**src/rtl/synth_pkg.sv**
```systemverilog
// Shared types for the synth front end: MIDI status nibbles, waveform codes,
// decoded event record and parser state encoding.
package synth_pkg;

  localparam logic [3:0] NOTE_OFF = 4'h8;
  localparam logic [3:0] NOTE_ON  = 4'h9;
  localparam logic [3:0] CC       = 4'hB;
  localparam logic [3:0] BEND     = 4'hE;

  localparam logic [6:0] CC_ALL_NOTES_OFF = 7'd123;

  typedef enum logic [2:0] {
    WAVE_SAW      = 3'b000,
    WAVE_SQUARE   = 3'b001,
    WAVE_TRIANGLE = 3'b010,
    WAVE_SINE     = 3'b011,
    WAVE_PULSE    = 3'b100,
    WAVE_SUPERSAW = 3'b101,
    WAVE_SYNC     = 3'b110,
    WAVE_NOISE    = 3'b111
  } wave_e;

  typedef enum logic [2:0] {
    EV_NONE,
    EV_ON,
    EV_OFF,
    EV_CC,
    EV_BEND
  } ev_type_e;

  typedef struct packed {
    ev_type_e   ev_type;
    logic [6:0] d1;
    logic [6:0] d2;
  } midi_event_t;

  typedef enum logic [1:0] {
    P_IDLE,
    P_WAIT_D1,
    P_WAIT_D2
  } parse_state_e;

  function automatic logic is_voice_status(input logic [3:0] nib);
    return (nib == NOTE_OFF) || (nib == NOTE_ON) || (nib == CC) || (nib == BEND);
  endfunction

endpackage

```
**src/rtl/midi_msg_parser.sv**
```systemverilog
// MIDI byte stream to decoded channel-voice events with running status.
// The event strobe is combinational on the cycle the second data byte arrives.
module midi_msg_parser
  import synth_pkg::*;
#(
  parameter int unsigned MIDI_CH = 0
) (
  input  logic        clk,
  input  logic        rst_n,
  input  logic [7:0]  rx_byte_i,
  input  logic        rx_valid_i,
  output logic        ev_valid_o,
  output midi_event_t ev_o
);

  parse_state_e state_q;
  logic         rs_valid_q;
  logic [3:0]   rs_type_q;
  logic [6:0]   d1_q;

  always_comb begin
    ev_valid_o = rx_valid_i && !rx_byte_i[7] && (state_q == P_WAIT_D2);
    ev_o.d1    = d1_q;
    ev_o.d2    = rx_byte_i[6:0];
    case (rs_type_q)
      NOTE_OFF: ev_o.ev_type = EV_OFF;
      NOTE_ON:  ev_o.ev_type = (rx_byte_i[6:0] == 7'd0) ? EV_OFF : EV_ON;
      CC:       ev_o.ev_type = EV_CC;
      BEND:     ev_o.ev_type = EV_BEND;
      default:  ev_o.ev_type = EV_NONE;
    endcase
  end

  // Real-time bytes (F8..FF) fall through every branch and leave state untouched.
  always_ff @(posedge clk or negedge rst_n) begin
    if (!rst_n) begin
      state_q    <= P_IDLE;
      rs_valid_q <= 1'b0;
      rs_type_q  <= 4'h0;
      d1_q       <= 7'd0;
    end else if (rx_valid_i && (rx_byte_i < 8'hF8)) begin
      if (rx_byte_i >= 8'hF0) begin
        state_q    <= P_IDLE;
        rs_valid_q <= 1'b0;
      end else if (rx_byte_i[7]) begin
        rs_type_q <= rx_byte_i[7:4];
        if ((rx_byte_i[3:0] == 4'(MIDI_CH)) && is_voice_status(rx_byte_i[7:4])) begin
          rs_valid_q <= 1'b1;
          state_q    <= P_WAIT_D1;
        end else begin
          rs_valid_q <= 1'b0;
          state_q    <= P_IDLE;
        end
      end else begin
        case (state_q)
          P_IDLE: begin
            if (rs_valid_q) begin
              d1_q    <= rx_byte_i[6:0];
              state_q <= P_WAIT_D2;
            end
          end
          P_WAIT_D1: begin
            d1_q    <= rx_byte_i[6:0];
            state_q <= P_WAIT_D2;
          end
          P_WAIT_D2: state_q <= P_WAIT_D1;
          default:   state_q <= P_IDLE;
        endcase
      end
    end
  end

endmodule

```
**src/rtl/midi_voice_assigner.sv**
```systemverilog
// Polyphonic front end: decodes MIDI, allocates/steals voices, runs gate
// retrigger timers and holds the shared pitch/detune/mix/waveform controls.
module midi_voice_assigner
  import synth_pkg::*;
#(
  parameter int unsigned VOICES     = 4,
  parameter int unsigned MIDI_CH    = 0,
  parameter int unsigned CC_DETUNE  = 94,
  parameter int unsigned CC_MIX     = 95,
  parameter int unsigned CC_WAVE    = 70,
  parameter int unsigned RETRIG_CYC = 2
) (
  input  logic                  clk,
  input  logic                  rst_n,
  input  logic [7:0]            rx_byte,
  input  logic                  rx_valid,
  output logic [VOICES-1:0]     gate,
  output logic [7*VOICES-1:0]   note,
  output logic [13:0]           pitch,
  output logic [6:0]            detune,
  output logic [6:0]            mix,
  output logic [2:0]            wave_form,
  output logic                  overflow
);

  localparam int CW = $clog2(RETRIG_CYC + 1);
  localparam int PW = $clog2(VOICES);

  logic        ev_valid;
  midi_event_t ev;

  midi_msg_parser #(.MIDI_CH(MIDI_CH)) u_parser (
    .clk        (clk),
    .rst_n      (rst_n),
    .rx_byte_i  (rx_byte),
    .rx_valid_i (rx_valid),
    .ev_valid_o (ev_valid),
    .ev_o       (ev)
  );

  logic [VOICES-1:0] gate_q, gate_d;
  logic [6:0]        note_q [VOICES];
  logic [6:0]        note_d [VOICES];
  logic [CW-1:0]     cnt_q  [VOICES];
  logic [CW-1:0]     cnt_d  [VOICES];
  logic [PW-1:0]     steal_q, steal_d;
  logic [13:0]       pitch_q, pitch_d;
  logic [6:0]        detune_q, detune_d;
  logic [6:0]        mix_q, mix_d;
  wave_e             wave_q, wave_d;
  logic              overflow_q, overflow_d;

  logic              hit_any, free_any;
  logic [PW-1:0]     hit_idx, free_idx;

  // A voice still inside its retrigger window counts as holding its note,
  // so a repeated note-on restarts that voice instead of grabbing another.
  always_comb begin
    hit_any  = 1'b0;
    hit_idx  = '0;
    free_any = 1'b0;
    free_idx = '0;
    for (int v = VOICES - 1; v >= 0; v--) begin
      if ((note_q[v] == ev.d1) && (gate_q[v] || (cnt_q[v] != '0))) begin
        hit_any = 1'b1;
        hit_idx = PW'(v);
      end
      if (!gate_q[v] && (cnt_q[v] == '0)) begin
        free_any = 1'b1;
        free_idx = PW'(v);
      end
    end
  end

  always_comb begin
    gate_d     = gate_q;
    note_d     = note_q;
    cnt_d      = cnt_q;
    steal_d    = steal_q;
    pitch_d    = pitch_q;
    detune_d   = detune_q;
    mix_d      = mix_q;
    wave_d     = wave_q;
    overflow_d = 1'b0;

    for (int v = 0; v < VOICES; v++) begin
      if (cnt_q[v] != '0) begin
        cnt_d[v] = cnt_q[v] - CW'(1);
        if (cnt_q[v] == CW'(1)) gate_d[v] = 1'b1;
      end
    end

    // Events override the timer update above for any voice they touch.
    if (ev_valid) begin
      case (ev.ev_type)
        EV_ON: begin
          if (hit_any) begin
            gate_d[hit_idx] = 1'b0;
            cnt_d[hit_idx]  = CW'(RETRIG_CYC);
          end else if (free_any) begin
            note_d[free_idx] = ev.d1;
            gate_d[free_idx] = 1'b1;
            cnt_d[free_idx]  = '0;
          end else begin
            note_d[steal_q] = ev.d1;
            gate_d[steal_q] = 1'b0;
            cnt_d[steal_q]  = CW'(RETRIG_CYC);
            overflow_d      = 1'b1;
            steal_d         = (steal_q == PW'(VOICES - 1)) ? '0 : steal_q + PW'(1);
          end
        end
        EV_OFF: begin
          for (int v = 0; v < VOICES; v++) begin
            if ((note_q[v] == ev.d1) && (gate_q[v] || (cnt_q[v] != '0))) begin
              gate_d[v] = 1'b0;
              cnt_d[v]  = '0;
            end
          end
        end
        EV_CC: begin
          if (ev.d1 == 7'(CC_DETUNE)) detune_d = ev.d2;
          else if (ev.d1 == 7'(CC_MIX)) mix_d = ev.d2;
          else if (ev.d1 == 7'(CC_WAVE)) wave_d = wave_e'(ev.d2[6:4]);
          else if (ev.d1 == CC_ALL_NOTES_OFF) begin
            gate_d = '0;
            for (int v = 0; v < VOICES; v++) cnt_d[v] = '0;
          end
        end
        EV_BEND: pitch_d = {ev.d2, ev.d1};
        default: ;
      endcase
    end
  end

  always_ff @(posedge clk or negedge rst_n) begin
    if (!rst_n) begin
      gate_q     <= '0;
      for (int v = 0; v < VOICES; v++) begin
        note_q[v] <= 7'd0;
        cnt_q[v]  <= '0;
      end
      steal_q    <= '0;
      pitch_q    <= 14'h2000;
      detune_q   <= 7'd0;
      mix_q      <= 7'd0;
      wave_q     <= WAVE_SAW;
      overflow_q <= 1'b0;
    end else begin
      gate_q     <= gate_d;
      note_q     <= note_d;
      cnt_q      <= cnt_d;
      steal_q    <= steal_d;
      pitch_q    <= pitch_d;
      detune_q   <= detune_d;
      mix_q      <= mix_d;
      wave_q     <= wave_d;
      overflow_q <= overflow_d;
    end
  end

  always_comb begin
    for (int v = 0; v < VOICES; v++) note[7*v +: 7] = note_q[v];
  end

  assign gate      = gate_q;
  assign pitch     = pitch_q;
  assign detune    = detune_q;
  assign mix       = mix_q;
  assign wave_form = wave_q;
  assign overflow  = overflow_q;

endmodule

```
**config.mk**
```make
export PLATFORM = sky130hd
export DESIGN_NAME = midi_voice_assigner
export DESIGN_NICKNAME = d
export VERILOG_FILES = /design/src/rtl/synth_pkg.sv /design/src/rtl/midi_msg_parser.sv /design/src/rtl/midi_voice_assigner.sv
export SDC_FILE = /design/constraint.sdc
export NUM_CORES = 1
export LEC_CHECK = 0
export ABC_AREA = 1
export BUFFER_PORTS_ARGS = -buffer_cell sky130_fd_sc_hd__buf_4
export CORE_ASPECT_RATIO = 1.2
export CORE_MARGIN = 2
export CORE_UTILIZATION = 51
export CTS_CLUSTER_SIZE = 28
export DETAILED_ROUTE_END_ITERATION = 8
export PLACE_DENSITY = 0.88
export RECOVER_POWER = 25
export SYNTH_ARGS = -nofsm -noshare
export SYNTH_HDL_FRONTEND = slang
export SYNTH_SLANG_ARGS = --single-unit
```
**constraint.sdc**
```tcl
create_clock -name clk -period 1.8 [get_ports clk]
set_input_delay 0.27 -clock clk [delete_from_list [all_inputs] [get_ports clk]]
set_output_delay 0.27 -clock clk [all_outputs]
set_load 0.05 [all_outputs]
```
* Word level (Yosys, flattened, before mapping)
Cells that the tools add are included.
** Cells by class
- Muxes and demuxes :: 88
- Bitwise logic cells :: 22
- Reductions and logical operators :: 53
- $add $sub $neg :: 5
- Equal/unequal tests :: 29
- $lt $le $gt $ge :: 14
** Operator list (number)
- 28-bit bitwise mux :: 2
- 8-bit two-way mux :: 7
- 2-bit two-way mux :: 24
- 4-bit equality test (second input constant) :: 8
- 1-bit two-way mux :: 31
- 7-bit demux with 2-bit select :: 2
- 7-bit equality test :: 4
- 7-bit equality test (second input constant) :: 4
- 28-bit two-way mux :: 1
- 4-bit two-way mux :: 7
- 8-bit case mux with 3 select lines :: 1
- 7-bit two-way mux :: 3
- 1-bit logical AND :: 18
- 4-bit bitwise AND :: 4
- 4-bit inverter :: 4
- 7-bit case mux with 2 select lines :: 1
- 2-bit demux with 2-bit select :: 3
- 4-bit OR :: 3
- 3-bit case mux with 4 select lines :: 1
- 4-bit case mux with 3 select lines :: 1
- 2-bit nonzero test :: 6
- 2-bit by 1-bit equality test with 1-bit output (second input constant) :: 5
- 2-bit logical NOT :: 5
- 5-bit AND reduction :: 2
- 27 further kinds :: 64
** Storage, ports and cells
- Logic and storage cells :: 230
- Input bits :: 11
- Output and inout bits :: 64
- Flip-flop bits (word level) :: 88

* Longest topological paths before layout
Gate-level depths: netlist (run 1).
- Word-level depth :: 17
- Mapped depth :: 16
- Mapped depth without buffers :: 15

* By module
A second synthesis (run 1) with hierarchy kept.
** Second synthesis, totals
- Cell total of the unflattened synthesis :: 692
- Area total of the unflattened synthesis :: 5051.1 um^2
** Modules (own cells, without submodules)
- midi_voice_assigner :: times used 1, cells each 587, area an instance 4275.4 um^2, seq. area each 1853.0 um^2
- midi_msg_parser :: times used 1, cells each 105, area an instance 775.7 um^2, seq. area each 350.3 um^2

* Least setup slack after synthesis (run 1)
No wires, ideal clock.
- Path type :: register to register
- Start :: reg gate_q[0], in the netlist gate[0]
- End :: reg note_q, in the netlist note[24]
- Clock period less this slack :: 1911 ps
- Arrival :: 1788 ps
- Library setup time :: 123 ps
- Path slack :: -111 ps
- Cell stages (with the launch flop) :: 11
- Data required time :: 1677 ps
- Path buffers :: 1
- Cells stage by stage :: dfrtp_1 -> nor2_1 -> nand2_1 -> nand2_1 -> nor2_4 -> inv_1 -> a21oi_1 -> nand3_2 -> buf_4 -> nand2_1 -> o21ai_1
** Between the ends
- Cells in the longest elaborated chain, start to end :: 10
- Elaborated cells on any way between the ends :: 17
- Classes of those cells :: order compare (2); mux (7); bitwise (2); reduce/logical (6)
** RTL lines
- start, declared :: line midi_voice_assigner.sv:41 : logic [VOICES-1:0] gate_q, gate_d;
- start signal, assigned :: line midi_voice_assigner.sv:149 : gate_q <= gate_d;
- 1-bit logical NOT :: line midi_voice_assigner.sv:68 : if (!gate_q[v] && (cnt_q[v] == '0)) begin
- 1-bit logical AND :: line midi_voice_assigner.sv:68
- 2-bit two-way mux :: line midi_voice_assigner.sv:68
- 2-bit inverter with 3-bit output (not written as such) :: line midi_voice_assigner.sv:101 : note_d[free_idx] = ev.d1;
- 3-bit greater-or-equal comparator (not written as such) or 3-bit by 1-bit less-than comparator with 1-bit output (tied branches) :: line midi_voice_assigner.sv:101
- 1-bit logical AND (not written as such) :: line midi_voice_assigner.sv:101
- 7-bit two-way mux (not written as such) :: line midi_voice_assigner.sv:101
- 7-bit demux with 2-bit select :: line midi_voice_assigner.sv:101
- 28-bit bitwise mux :: line midi_voice_assigner.sv:101
- 28-bit two-way mux :: line midi_voice_assigner.sv:100 : end else if (free_any) begin
- end signal, assigned :: line midi_voice_assigner.sv:150 : note_q <= note_d;
- end, declared :: line midi_voice_assigner.sv:42 : logic [6:0] note_q [VOICES];
Several ways; a longest one is shown, not always the timed one.
A chain may end at the register's enable or synchronous reset.

* Worst setup path in the final report (run 1)
- Start :: reg u_parser.d1_q[5]
- End :: reg note_q, in the netlist note[15]
** Between the ends
- Cells in the longest elaborated chain, start to end :: 8
- Elaborated cells on any way between the ends :: 14
- Classes of those cells :: eq/ne (4); mux (4); bitwise (1); reduce/logical (5)
** RTL lines
- start, declared :: line midi_msg_parser.sv:19 : logic [6:0] d1_q;
- start signal, assigned :: line midi_msg_parser.sv:58 : d1_q <= rx_byte_i[6:0];
- start signal, assigned :: line midi_msg_parser.sv:63 : d1_q <= rx_byte_i[6:0];
- 7-bit equality test :: line midi_voice_assigner.sv:64 : if ((note_q[v] == ev.d1) && (gate_q[v] || (cnt_q[v] != '0))) begin
- 1-bit logical AND :: line midi_voice_assigner.sv:64
- 1-bit two-way mux (3 in a row) :: line midi_voice_assigner.sv:64
- 1-bit two-way mux * :: line midi_voice_assigner.sv:64
- 1-bit inverter (no line) *
- 3-bit AND reduction (no line) *
Every way passes the cells marked *; elsewhere a longest branch is shown, timed or not.

==> out/results.tsv, run 1 <==
metric	value	unit
worst-slew-pin-transition	0.704	ns
period_minus_slack	2.00	ns
detail_route.wl_per_cell	18.2	µm
switchingPower	4.00	mW
hold_path_depth	3	
boundaryPins	75	
start_of_the_worst_register_to_register_path	u_parser.d1_q[5]$_DFFE_PN0P_	
final_cell_mix	171 x sky130_fd_sc_hd__nand2_1, 146 x sky130_fd_sc_hd__buf_4, 68 x sky130_fd_sc_hd__dfrtp_1	
worst_setup_hold_path_clk_slew	0.10	ns
tritoncts_buffers	9	
cts_tree	built	
power.leakage	3.19	nW
rows	38	
overflow	0	
sequentialPowerShare	31.5	%
final_util	71.1	%
die_width	92.2	µm
maxClockFrequency	501	MHz
area_growth	35.5	%
initial_core_util	52.4	%
whs_endpoint	u_parser.d1_q[0]$_DFFE_PN0P_	
antenna_found_initial	0	
synth_largest_type_area_fraction	45.7	%
setup_violations	41	
synth_area_leaders	sky130_fd_sc_hd__dfrtp_1 46%, sky130_fd_sc_hd__nand2_1 15%, sky130_fd_sc_hd__o21ai_0 5.7%, sky130_fd_sc_hd__inv_1 4.6%, sky130_fd_sc_hd__nor2_1 2.8%	
die_area	0.0101	mm²
core_area	0.00908	mm²
timing_worst_setup_path_type	reg -> reg	
ys_seq_area_share	46.3	%
max_slew_margin	52.9	%
worst_hold_startpoint	rx_byte[0]	
clock-root-buffer	sky130_fd_sc_hd__clkbuf_8	
port-buffer-count	74	
gate_count_after_technology_mapping	595	
share_comb_of_total_power	53.5	%
fin_nets	764	
die_height	110	µm
grt_pass1_wl	22500	µm
irDropWorstVdd	816	µV
pwr_cell_area	1330	mW/mm²
rr_worst_depth	12	
syn_area	0.00476	mm²
async_reset_ff_share	100	%
routed-via-count	4999	
syn_avg_cell_area	8.00	µm²
worst_ep_arrival_time	2.29	ns
htreeDepth	3	
critical-path-top-cell-by-count	sky130_fd_sc_hd__nand2_1	
synth_edf_count	0	
pre_cts_ws	-0.120	ns
postSynthNetCount	610	
clock_tree.buffer_depth	2	
drive_gt1_share	38.9	%
cp_max_delay_cell	sky130_fd_sc_hd__dfrtp_2	
worstPathRequired	2.09	ns
synth_warnings	0	
drt-pass1-iter-count	5	
hpwl	9570	µm
crit_chain	inv_4, nand2_1, nand2_1, inv_1, nand2_1, nor2_1, nand2_2, nand2_4, nor2_8, buf_4, nand3_4, o21ai_1	
worst_path_largest_cell_delay	0.50	ns
power.share.clock	15.0	%
finalHoldViolCount	0	
grt_pass1_vias	4759	
post_drt_via_cell_ratio	5.72	
route.antenna.remaining_nets	0	
fin_total_pwr	8.61	mW
post_synth_num_cell_types	37	
fin_ws	-0.196	ns
layout_worst_path_cycle_share	111	%
hold_class	in -> reg	
synthesis_stage_register_bit_count	88	
drv.max_cap_violation_count	0	
place.gp.congestion	0.893	
num_antenna_cells	0	
outcome	finished, violations left	
switching_share	46.4	%
internal-power	4.61	mW
grt_max_degree	52	
final_design_area_no_fill	0.00645	mm²
setup.worst_path.start_class	register	
route.detailed.drc	0	
failed_checks	negative setup slack	
worstSetupEndpointType	register	
drt_iter0_drc	472	
maxSlewViolCount	0	
clock_sinks	88	
grtUsageTotal	28.8	%
r2r-end	note[15]$_DFFE_PN0P_	
placement.cell_area	0.00576	mm²
rsz_0062_raised_after_global_routing	yes	
ff2ff_setup_slack	-0.20	ns
drt_wl_total	15900	µm
main_flop_type_after_synthesis	sky130_fd_sc_hd__dfrtp_1	
crit_path_max_fanout	8	
clock-skew-final	0.0268	ns
layout_commonest_cell	sky130_fd_sc_hd__nand2_1	
yosys.area.top_type	sky130_fd_sc_hd__dfrtp_1	
clk_latency	0.39	ns
cells in the mapped netlist (3+ instances only):
master                     instances
sky130_fd_sc_hd__a21oi_1          14
sky130_fd_sc_hd__buf_4             4
sky130_fd_sc_hd__buf_6             7
sky130_fd_sc_hd__clkbuf_1          5
sky130_fd_sc_hd__dfrtp_1          87
sky130_fd_sc_hd__ha_1              4
sky130_fd_sc_hd__inv_1            58
sky130_fd_sc_hd__inv_2             7
sky130_fd_sc_hd__inv_4             5
sky130_fd_sc_hd__nand2_1         186
sky130_fd_sc_hd__nand2_2          17
sky130_fd_sc_hd__nand2_4           5
sky130_fd_sc_hd__nand3_1          17
sky130_fd_sc_hd__nand4_1          10
sky130_fd_sc_hd__nor2_1           36
sky130_fd_sc_hd__nor2_2            4
sky130_fd_sc_hd__nor2_4            3
sky130_fd_sc_hd__nor3_1            5
sky130_fd_sc_hd__o21ai_0          54
sky130_fd_sc_hd__o21ai_1          15
sky130_fd_sc_hd__o21ai_2          14
sky130_fd_sc_hd__or2_2             3
sky130_fd_sc_hd__xnor2_1          14
sky130_fd_sc_hd__xor2_1            3
per-stage QoR:
step / hold WS, ns / instances / setup TNS, ns
after floorplan: -0.0256 / 595 / 0
after global placement: 0.108 / 828 / -1.10
after detailed placement: 0.111 / 828 / -2.84
after CTS: 0.113 / 859 / 0
after global routing: 0.128 / 874 / -6.07
final: 0.127 / 874 / -3.56
layout make-up:
type | instances | area, µm²
clock buffers | 13 | 149
clock inverters | 3 | 20.0
fillers | 590 | 2630
inverters | 70 | 280
multi-input cells | 420 | 2360
flip-flops and latches | 88 | 2230
well taps | 120 | 150
repair buffers | 160 | 1270
flip-flops by register name (all words and copies together), names as in the netlist, 2 cells and up:
signal	count
u_parser.rs_type_q	4
wave_form	3
gate	4
cnt_q	8
pitch	14
detune	7
u_parser.state_q	2
mix	7
u_parser.d1_q	7
steal_q	2
note	28
power groups by stage:
stage | Combinational, mW | Sequential, mW | Clock, mW
floorplan | 1.89 | 3.07 | 0
global placement | 3.39 | 2.68 | 0
detailed placement | 3.50 | 2.70 | 0
CTS | 3.90 | 2.67 | 1.27
global route | 4.84 | 2.72 | 1.36
finish | 4.61 | 2.71 | 1.29
repair_timing:
item | CTS | global route
cloned | 0 | 1
endpoints found under the hold margin | 58 | 0
buffers inserted | 14 | 14
setup endpoints to repair | 43 | 48
pin swaps | 5 | 24
hold buffers | 1 | 0
resized for setup | 23 | 54
how the worst max path moves through the flow:
stage / startpoint / to / slack, ns / cells past startpoint
detailed placement: u_parser.d1_q[2]$_DFFE_PN0P_ / note[17]$_DFFE_PN0P_ / -0.12 / 12
global placement: u_parser.d1_q[4]$_DFFE_PN0P_ / note[16]$_DFFE_PN0P_ / -0.06 / 9
finish: u_parser.d1_q[5]$_DFFE_PN0P_ / note[15]$_DFFE_PN0P_ / -0.20 / 12
floorplan: note[8]$_DFFE_PN0P_ / note[7]$_DFFE_PN0P_ / 0.001 / 14
CTS: u_parser.d1_q[3]$_DFFE_PN0P_ / note[3]$_DFFE_PN0P_ / 0.002 / 14
global route: u_parser.d1_q[5]$_DFFE_PN0P_ / note[15]$_DFFE_PN0P_ / -0.20 / 12
metal layers:
metal  GRT usage (%)  wire length, µm
met2            50.5             7670
met4            17.4             1080
met3            6.72             1610
met5               0                0
met1            31.9             5550
worst max-delay path: cells and delay by family, from the launching register on:
kind,cells,cell delay (ns)
and+or+nand+nor,8,0.79
AOI/OAI and AO/OA,1,0.28
DFF,1,0.50
buffers and inverters,3,0.33
cells by family after synthesis:
group                    after synthesis  share of synthesized area (%)
XOR/XNOR                              17                           3.13
AND/OR/NAND/NOR                      293                           27.7
adder cells (fa/ha/maj)                4                           1.05
flip-flops                            88                           46.3
AO/OA/AOI/OAI                        105                           12.6
buffers and inverters                 88                           9.30
Power figures use the tool's default switching activity.
==> inputs of run 2 (changes only) <==
--- a/config.mk
+++ b/config.mk
@@ -10,10 +10,12 @@
 export CORE_ASPECT_RATIO = 1.2
 export CORE_MARGIN = 2
 export CORE_UTILIZATION = 51
-export CTS_CLUSTER_SIZE = 28
+export CTS_CLUSTER_SIZE = 14
 export DETAILED_ROUTE_END_ITERATION = 8
 export PLACE_DENSITY = 0.88
 export RECOVER_POWER = 25
+export SETUP_SLACK_MARGIN = 0.2
+export SLEW_MARGIN = 40
 export SYNTH_ARGS = -nofsm -noshare
 export SYNTH_HDL_FRONTEND = slang
 export SYNTH_SLANG_ARGS = --single-unit
==> run 2 against run 1 <==
  * The flow still finishes with violations (negative setup slack)
  * Maximum frequency is 0.13% higher
  * Die area stayed put
  * Sequential power is 3% higher
  * Clock power is 26% higher
  * First-iteration DRC count is 6.6% higher
  * Sequential share of layout area is 0.59 points lower
  * Non-clock buffer count is 21 lower
  * Combinational power is 2% lower
  * Design area is 2.8% higher
  * Sequential cell count stayed put
  * Register-to-register slack hardly changed
  * Global-route usage is 2.2 points higher
==> out/results.tsv, run 2 (synthesis gave the netlist of run 1 again) <==
metric	value	unit	change
crit_path_max_fanout	7		was 8
drt-pass1-iter-count	8		was 5
hpwl	9710	µm	was 9570 µm
grt_pass1_wl	24100	µm	was 22500 µm
drt_wl_total	17100	µm	was 15900 µm
drv.max_cap_violation_count	0		unchanged
maxClockFrequency	502	MHz	was 501 MHz
failed_checks	negative setup slack		unchanged
rr_worst_depth	15		was 12
final_design_area_no_fill	0.00664	mm²	was 0.00645 mm²
rows	38		unchanged
hold_path_depth	3		unchanged
area_growth	39.3	%	was 35.5%
route.antenna.remaining_nets	0		unchanged
worst-slew-pin-transition	0.661	ns	was 0.704 ns
initial_core_util	52.4	%	unchanged
routed-via-count	5073		was 4999
detail_route.wl_per_cell	20.0	µm	was 18.2 µm
die_area	0.0101	mm²	unchanged
core_area	0.00908	mm²	unchanged
drive_gt1_share	47.1	%	was 38.9%
drt_iter0_drc	503		was 472
period_minus_slack	1.99	ns	was 2.00 ns
clock-root-buffer	sky130_fd_sc_hd__clkbuf_8		unchanged
pwr_cell_area	1340	mW/mm²	was 1330 mW/mm²
antenna_found_initial	0		unchanged
whs_endpoint	u_parser.d1_q[0]$_DFFE_PN0P_		unchanged
post_drt_via_cell_ratio	5.93		was 5.72
setup.worst_path.start_class	register		unchanged
final_util	73.1	%	was 71.1%
layout_commonest_cell	sky130_fd_sc_hd__nand2_1		unchanged
route.detailed.drc	0		unchanged
port-buffer-count	74		unchanged
setup_violations	50		was 41
tritoncts_buffers	9		unchanged
start_of_the_worst_register_to_register_path	u_parser.d1_q[5]$_DFFE_PN0P_		unchanged
irDropWorstVdd	1140	µV	was 816 µV
grtUsageTotal	31.0	%	was 28.8%
worstSetupEndpointType	register		unchanged
clock_sinks	88		unchanged
overflow	0		unchanged
fin_nets	745		was 764
ff2ff_setup_slack	-0.19	ns	was -0.20 ns
worst_hold_startpoint	rx_byte[0]		unchanged
num_antenna_cells	0		unchanged
finalHoldViolCount	0		unchanged
timing_worst_setup_path_type	reg -> reg		unchanged
final_cell_mix	150 x sky130_fd_sc_hd__nand2_1, 123 x sky130_fd_sc_hd__buf_4, 54 x sky130_fd_sc_hd__inv_1		was 171 x sky130_fd_sc_hd__nand2_1, 146 x sky130_fd_sc_hd__buf_4, 68 x sky130_fd_sc_hd__dfrtp_1
grt_pass1_vias	4865		was 4759
htreeDepth	3		unchanged
pre_cts_ws	-0.0884	ns	was -0.120 ns
clock-skew-final	0.0149	ns	was 0.0268 ns
die_width	92.2	µm	unchanged
outcome	finished, violations left		unchanged
maxSlewViolCount	0		unchanged
clock_tree.buffer_depth	2		unchanged
fin_ws	-0.194	ns	was -0.196 ns
clk_latency	0.39	ns	about the same
worstPathRequired	2.09	ns	about the same
rsz_0062_raised_after_global_routing	yes		unchanged
cts_tree	built		unchanged
worst_ep_arrival_time	2.28	ns	was 2.29 ns
max_slew_margin	56.0	%	was 52.9%
fin_total_pwr	8.92	mW	was 8.61 mW
die_height	110	µm	unchanged
boundaryPins	75		unchanged
place.gp.congestion	0.910		was 0.893
r2r-end	cnt_q[1]$_DFF_PN0_		was note[15]$_DFFE_PN0P_
largest_register_ff_count	28		unchanged
hold_class	in -> reg		unchanged
power.leakage	3.14	nW	was 3.19 nW
placement.cell_area	0.00570	mm²	was 0.00576 mm²
worst_setup_hold_path_clk_slew	0.10	ns	about the same
layout_worst_path_cycle_share	111	%	about the same
grt_max_degree	40		was 52
## run 2: changes by cell type in the layout (fill, tap and decap cells not counted), moves of 11 or more
cell                      delta
sky130_fd_sc_hd__o21ai_0    -11
sky130_fd_sc_hd__dfrtp_1    -19
sky130_fd_sc_hd__nand2_2    +13
sky130_fd_sc_hd__buf_4      -23
sky130_fd_sc_hd__nand2_1    -21
sky130_fd_sc_hd__dfrtp_2    +19
## run 2: report_power, final
part	switching (mW)	internal (mW)
registers	0.495	2.28
logic	2.91	1.60
clock network	0.828	0.800
## run 2: metrics by stage
stage          TNS, ns  hold WS, ns  cells
2_1_floorplan        0      -0.0256    595
3_3_place_gp    -0.375        0.202    810
3_5_place_dp     -1.33        0.210    810
4_1_cts              0        0.109    847
5_1_grt          -8.52        0.121    855
6_report         -6.47        0.107    855
## run 2: cell type report
class / count / area (µm²)
clock buffers: 9 / 124
clock inverters: 7 / 100
fillers: 583 / 2450
inverters: 70 / 288
multi-input cells: 422 / 2620
flip-flops and latches: 88 / 2250
well taps: 120 / 150
repair buffers: 139 / 1100
## run 2: repair_timing
item | 4_1_cts | 5_1_grt
setup buffers | 17 | 7
hold buffers | 1 | 0
cloned | 3 | 1
hold endpoints to repair | 23 | 0
gates resized for setup | 65 | 76
pin swaps | 18 | 28
setup endpoints to repair | 56 | 74
## run 2: critical path, cell delays in order, from the launching register on
cell and delay, ns:
sky130_fd_sc_hd__dfrtp_2 0.51, sky130_fd_sc_hd__inv_4 0.09, sky130_fd_sc_hd__nand2_2 0.08, sky130_fd_sc_hd__nand2_1 0.07, sky130_fd_sc_hd__inv_1 0.11, sky130_fd_sc_hd__nand2_2 0.10, sky130_fd_sc_hd__nor2_2 0.14, sky130_fd_sc_hd__nand2_2 0.12
sky130_fd_sc_hd__nand2_4 0.12, sky130_fd_sc_hd__nor2_8 0.05, sky130_fd_sc_hd__buf_12 0.13, sky130_fd_sc_hd__buf_8 0.12, sky130_fd_sc_hd__nand3_2 0.06, sky130_fd_sc_hd__nand3_2 0.06, sky130_fd_sc_hd__nand2_1 0.06, sky130_fd_sc_hd__nand2_1 0.04
## run 2: per-layer routing
layer  up-vias  track usage (%)  part of all wire (%)
met2       375             53.7                    49
met5         -                0                     0
met3       125             7.61                   9.5
li1       2175                -                     -
met4         0             19.4                   7.3
met1      2398             34.4                    35
## run 2: worst max-delay path by stage
stage | from | depth (start not counted) | slack (ns) | endpoint
finish | u_parser.d1_q[5]$_DFFE_PN0P_ | 15 | -0.19 | cnt_q[1]$_DFF_PN0_
floorplan | gate[0]$_DFF_PN0_ | 13 | 0.09 | note[7]$_DFFE_PN0P_
detailed placement | u_parser.d1_q[5]$_DFFE_PN0P_ | 11 | -0.09 | note[19]$_DFFE_PN0P_
global route | u_parser.d1_q[5]$_DFFE_PN0P_ | 14 | -0.24 | gate[1]$_DFF_PN0_
CTS | u_parser.d1_q[5]$_DFFE_PN0P_ | 14 | 0.03 | note[10]$_DFFE_PN0P_
global placement | u_parser.d1_q[5]$_DFFE_PN0P_ | 11 | -0.04 | note[16]$_DFFE_PN0P_
==> inputs of run 3 (changes only) <==
--- a/config.mk
+++ b/config.mk
@@ -15,6 +15,7 @@
 export PLACE_DENSITY = 0.88
 export RECOVER_POWER = 25
 export SETUP_SLACK_MARGIN = 0.2
+export SKIP_LAST_GASP = 1
 export SLEW_MARGIN = 40
 export SYNTH_ARGS = -nofsm -noshare
 export SYNTH_HDL_FRONTEND = slang
==> run 3 against run 2 <==
  * The flow still finishes with violations (negative setup slack)
  * Sequential share of layout area up 0.077 points
  * Clock-buffer cell count unchanged
  * Routed wire length down 2.2%
  * Maximum frequency about the same
  * Via count down 1.1%
  * Die area unchanged
  * Design area down 0.23%
  * Critical path depth down 2
  * Final cell count unchanged
  * Hold slack better by 0.0085 ns
  * Largest cell class unchanged
  * Largest power group unchanged
==> out/results.tsv, run 3 (synthesis gave the netlist of run 1 again) <==
metric	value	unit	change
outcome	finished, violations left		unchanged
failed_checks	negative setup slack		unchanged
setup_violations	41		was 50
period_minus_slack	1.99	ns	about the same
hold_class	in -> reg		unchanged
route.detailed.drc	0		unchanged
worst_path_largest_cell_delay	0.50	ns	was 0.51 ns
crit_path_max_fanout	6		was 7
drt_iter0_drc	474		was 503
grt_pass1_wl	24100	µm	unchanged
maxSlewViolCount	0		unchanged
clock-root-buffer	sky130_fd_sc_hd__clkbuf_8		unchanged
cts_tree	built		unchanged
finalHoldViolCount	0		unchanged
layout_commonest_cell	sky130_fd_sc_hd__nand2_1		unchanged
grt_pass1_vias	4865		unchanged
antenna_found_initial	0		unchanged
worstSetupEndpointType	register		unchanged
place.gp.congestion	0.910		unchanged
core_area	0.00908	mm²	unchanged
routed-via-count	5017		was 5073
pwr_cell_area	1340	mW/mm²	about the same
htreeDepth	3		unchanged
path_buf_inv	3		was 4
critical-path-top-cell-by-count	sky130_fd_sc_hd__nand2_1		
grt_max_degree	40		unchanged
fin_nets	745		unchanged
crit_chain	buf_6, xnor2_2, nand2_1, nor2_1, nand2_2, nand2_4, nor2_8, buf_12, buf_8, nand3_2, nand3_2, nand2_1, nand2_1		was inv_4, nand2_2, nand2_1, inv_1, nand2_2, nor2_2, nand2_2, nand2_4, nor2_8, buf_12, buf_8, nand3_2, nand3_2, nand2_1, nand2_1
drt-pass1-iter-count	6		was 8
drt_wl_total	16700	µm	was 17100 µm
detail_route.wl_per_cell	19.5	µm	was 20.0 µm
die_width	92.2	µm	unchanged
post_drt_via_cell_ratio	5.87		was 5.93
worst_ep_arrival_time	2.27	ns	was 2.28 ns
grtUsageTotal	31.0	%	unchanged
initial_core_util	52.4	%	unchanged
area_growth	39.0	%	was 39.3%
drv.max_cap_violation_count	0		unchanged
route.antenna.remaining_nets	0		unchanged
final_cell_mix	153 x sky130_fd_sc_hd__nand2_1, 124 x sky130_fd_sc_hd__buf_4, 54 x sky130_fd_sc_hd__inv_1		was 150 x sky130_fd_sc_hd__nand2_1, 123 x sky130_fd_sc_hd__buf_4, 54 x sky130_fd_sc_hd__inv_1
timing_worst_setup_path_type	reg -> reg		unchanged
die_height	110	µm	unchanged
port-buffer-count	74		unchanged
worst-slew-pin-transition	0.661	ns	about the same
cp_max_delay_cell	sky130_fd_sc_hd__dfrtp_2		unchanged
worstPathRequired	2.08	ns	was 2.09 ns
layout_worst_path_cycle_share	111	%	about the same
tritoncts_buffers	9		unchanged
hpwl	9710	µm	unchanged
largest_register_ff_count	28		unchanged
drive_gt1_share	46.5	%	was 47.1%
irDropWorstVdd	1150	µV	was 1140 µV
num_antenna_cells	0		unchanged
die_area	0.0101	mm²	unchanged
maxClockFrequency	502	MHz	about the same
worst_setup_hold_path_clk_slew	0.09	ns	was 0.10 ns
holdWs	0.115	ns	was 0.107 ns
overflow	0		unchanged
clock_sinks	88		unchanged
setup.worst_path.start_class	register		unchanged
post_route_non_filler_standard_cell_count	855		unchanged
ff2ff_setup_slack	-0.19	ns	about the same
place_inst	810		unchanged
crit_family	simple AND/OR/NAND/NOR gates		unchanged
boundaryPins	75		unchanged
clock_tree.buffer_depth	2		unchanged
fin_ws	-0.192	ns	was -0.194 ns
clk_latency	0.39	ns	about the same
power.leakage	3.14	nW	about the same
clock-skew-final	0.0156	ns	was 0.0149 ns
max_slew_margin	55.9	%	was 56.0%
rows	38		unchanged
rsz_0062_raised_after_global_routing	yes		unchanged
## run 3: cell counts in the layout (fill, tap and decap cells not counted)
Identical to the previous run, type by type.
## run 3: worst reg2reg max path, cell delays in order (launching register included)
cell                      delay (ns)
sky130_fd_sc_hd__dfrtp_2        0.50
sky130_fd_sc_hd__buf_6          0.16
sky130_fd_sc_hd__xnor2_2        0.17
sky130_fd_sc_hd__nand2_1        0.10
sky130_fd_sc_hd__nor2_1         0.19
sky130_fd_sc_hd__nand2_2        0.12
sky130_fd_sc_hd__nand2_4        0.12
sky130_fd_sc_hd__nor2_8         0.07
sky130_fd_sc_hd__buf_12         0.14
sky130_fd_sc_hd__buf_8          0.12
sky130_fd_sc_hd__nand3_2        0.06
sky130_fd_sc_hd__nand3_2        0.06
sky130_fd_sc_hd__nand2_1        0.06
sky130_fd_sc_hd__nand2_1        0.04
## run 3: timing repair
action,CTS,global route
gates cloned,3,1
pin swaps,18,27
setup buffers,17,7
hold buffers,1,0
endpoints found under the hold margin,23,0
endpoints found under the setup margin,56,74
resized for setup,65,69
## run 3: stage by stage
| step | instance area [µm²] | setup slack (ns) | power (mW) | setup TNS [ns] | util (%) |
|---|---|---|---|---|---|
| after floorplan | 4860 | 0.0918 | 5.07 | 0 | - |
| after global placement | 5700 | -0.0361 | 5.97 | -0.375 | 62.7 |
| after detailed placement | 5700 | -0.0884 | 6.06 | -1.33 | 62.7 |
| after CTS | 6320 | 0.0266 | 8.16 | 0 | 69.6 |
| after global routing | 6620 | -0.270 | 9.22 | -8.22 | 72.9 |
| final | 6620 | -0.192 | 8.86 | -4.20 | 72.9 |
## run 3: power breakdown
part / total [mW] / leakage (nW) / internal (mW) / switching (mW)
Combinational: 4.46 / 1.90 / 1.59 / 2.87
Clock: 1.63 / 0.115 / 0.800 / 0.827
Sequential: 2.77 / 1.12 / 2.28 / 0.492
Total: 8.86 / 3.14 / 4.67 / 4.19
## run 3: area by class of cell
cell class	instances	area, µm²
clock buffer	9	124
multi-input combinational	422	2610
timing repair buffer	139	1100
sequential	88	2250
clock inverter	7	100
inverter	70	288
tap	120	150
fill	581	2460
## run 3: layer usage
layer  wire length, µm  GRT usage (%)  vias to the layer above  part of all wire (%)
met5                 0              0                        -                     0
li1                  -              -                     2175                     -
met4              1240           19.4                        0                   7.4
met3              1480           7.61                      129                   8.9
met1              5860           34.4                     2355                    35
met2              8110           53.7                      358                    49
## run 3: path summary, 6_finish.rpt
path / start / to / depth (start not counted)
setup / recovery: u_parser.d1_q[1]$_DFFE_PN0P_ / cnt_q[1]$_DFF_PN0_ / 13
hold / removal: rx_byte[0] / u_parser.d1_q[0]$_DFFE_PN0P_ / 3
setup reg to reg: u_parser.d1_q[1]$_DFFE_PN0P_ / cnt_q[1]$_DFF_PN0_ / 13
hold reg to reg: pitch[4]$_DFFE_PN0P_ / pitch[4]$_DFFE_PN0P_ / 2
max in group asynchronous: rst_n / note[21]$_DFFE_PN0P_ / 3
min in group asynchronous: rst_n / cnt_q[7]$_DFF_PN0_ / 2
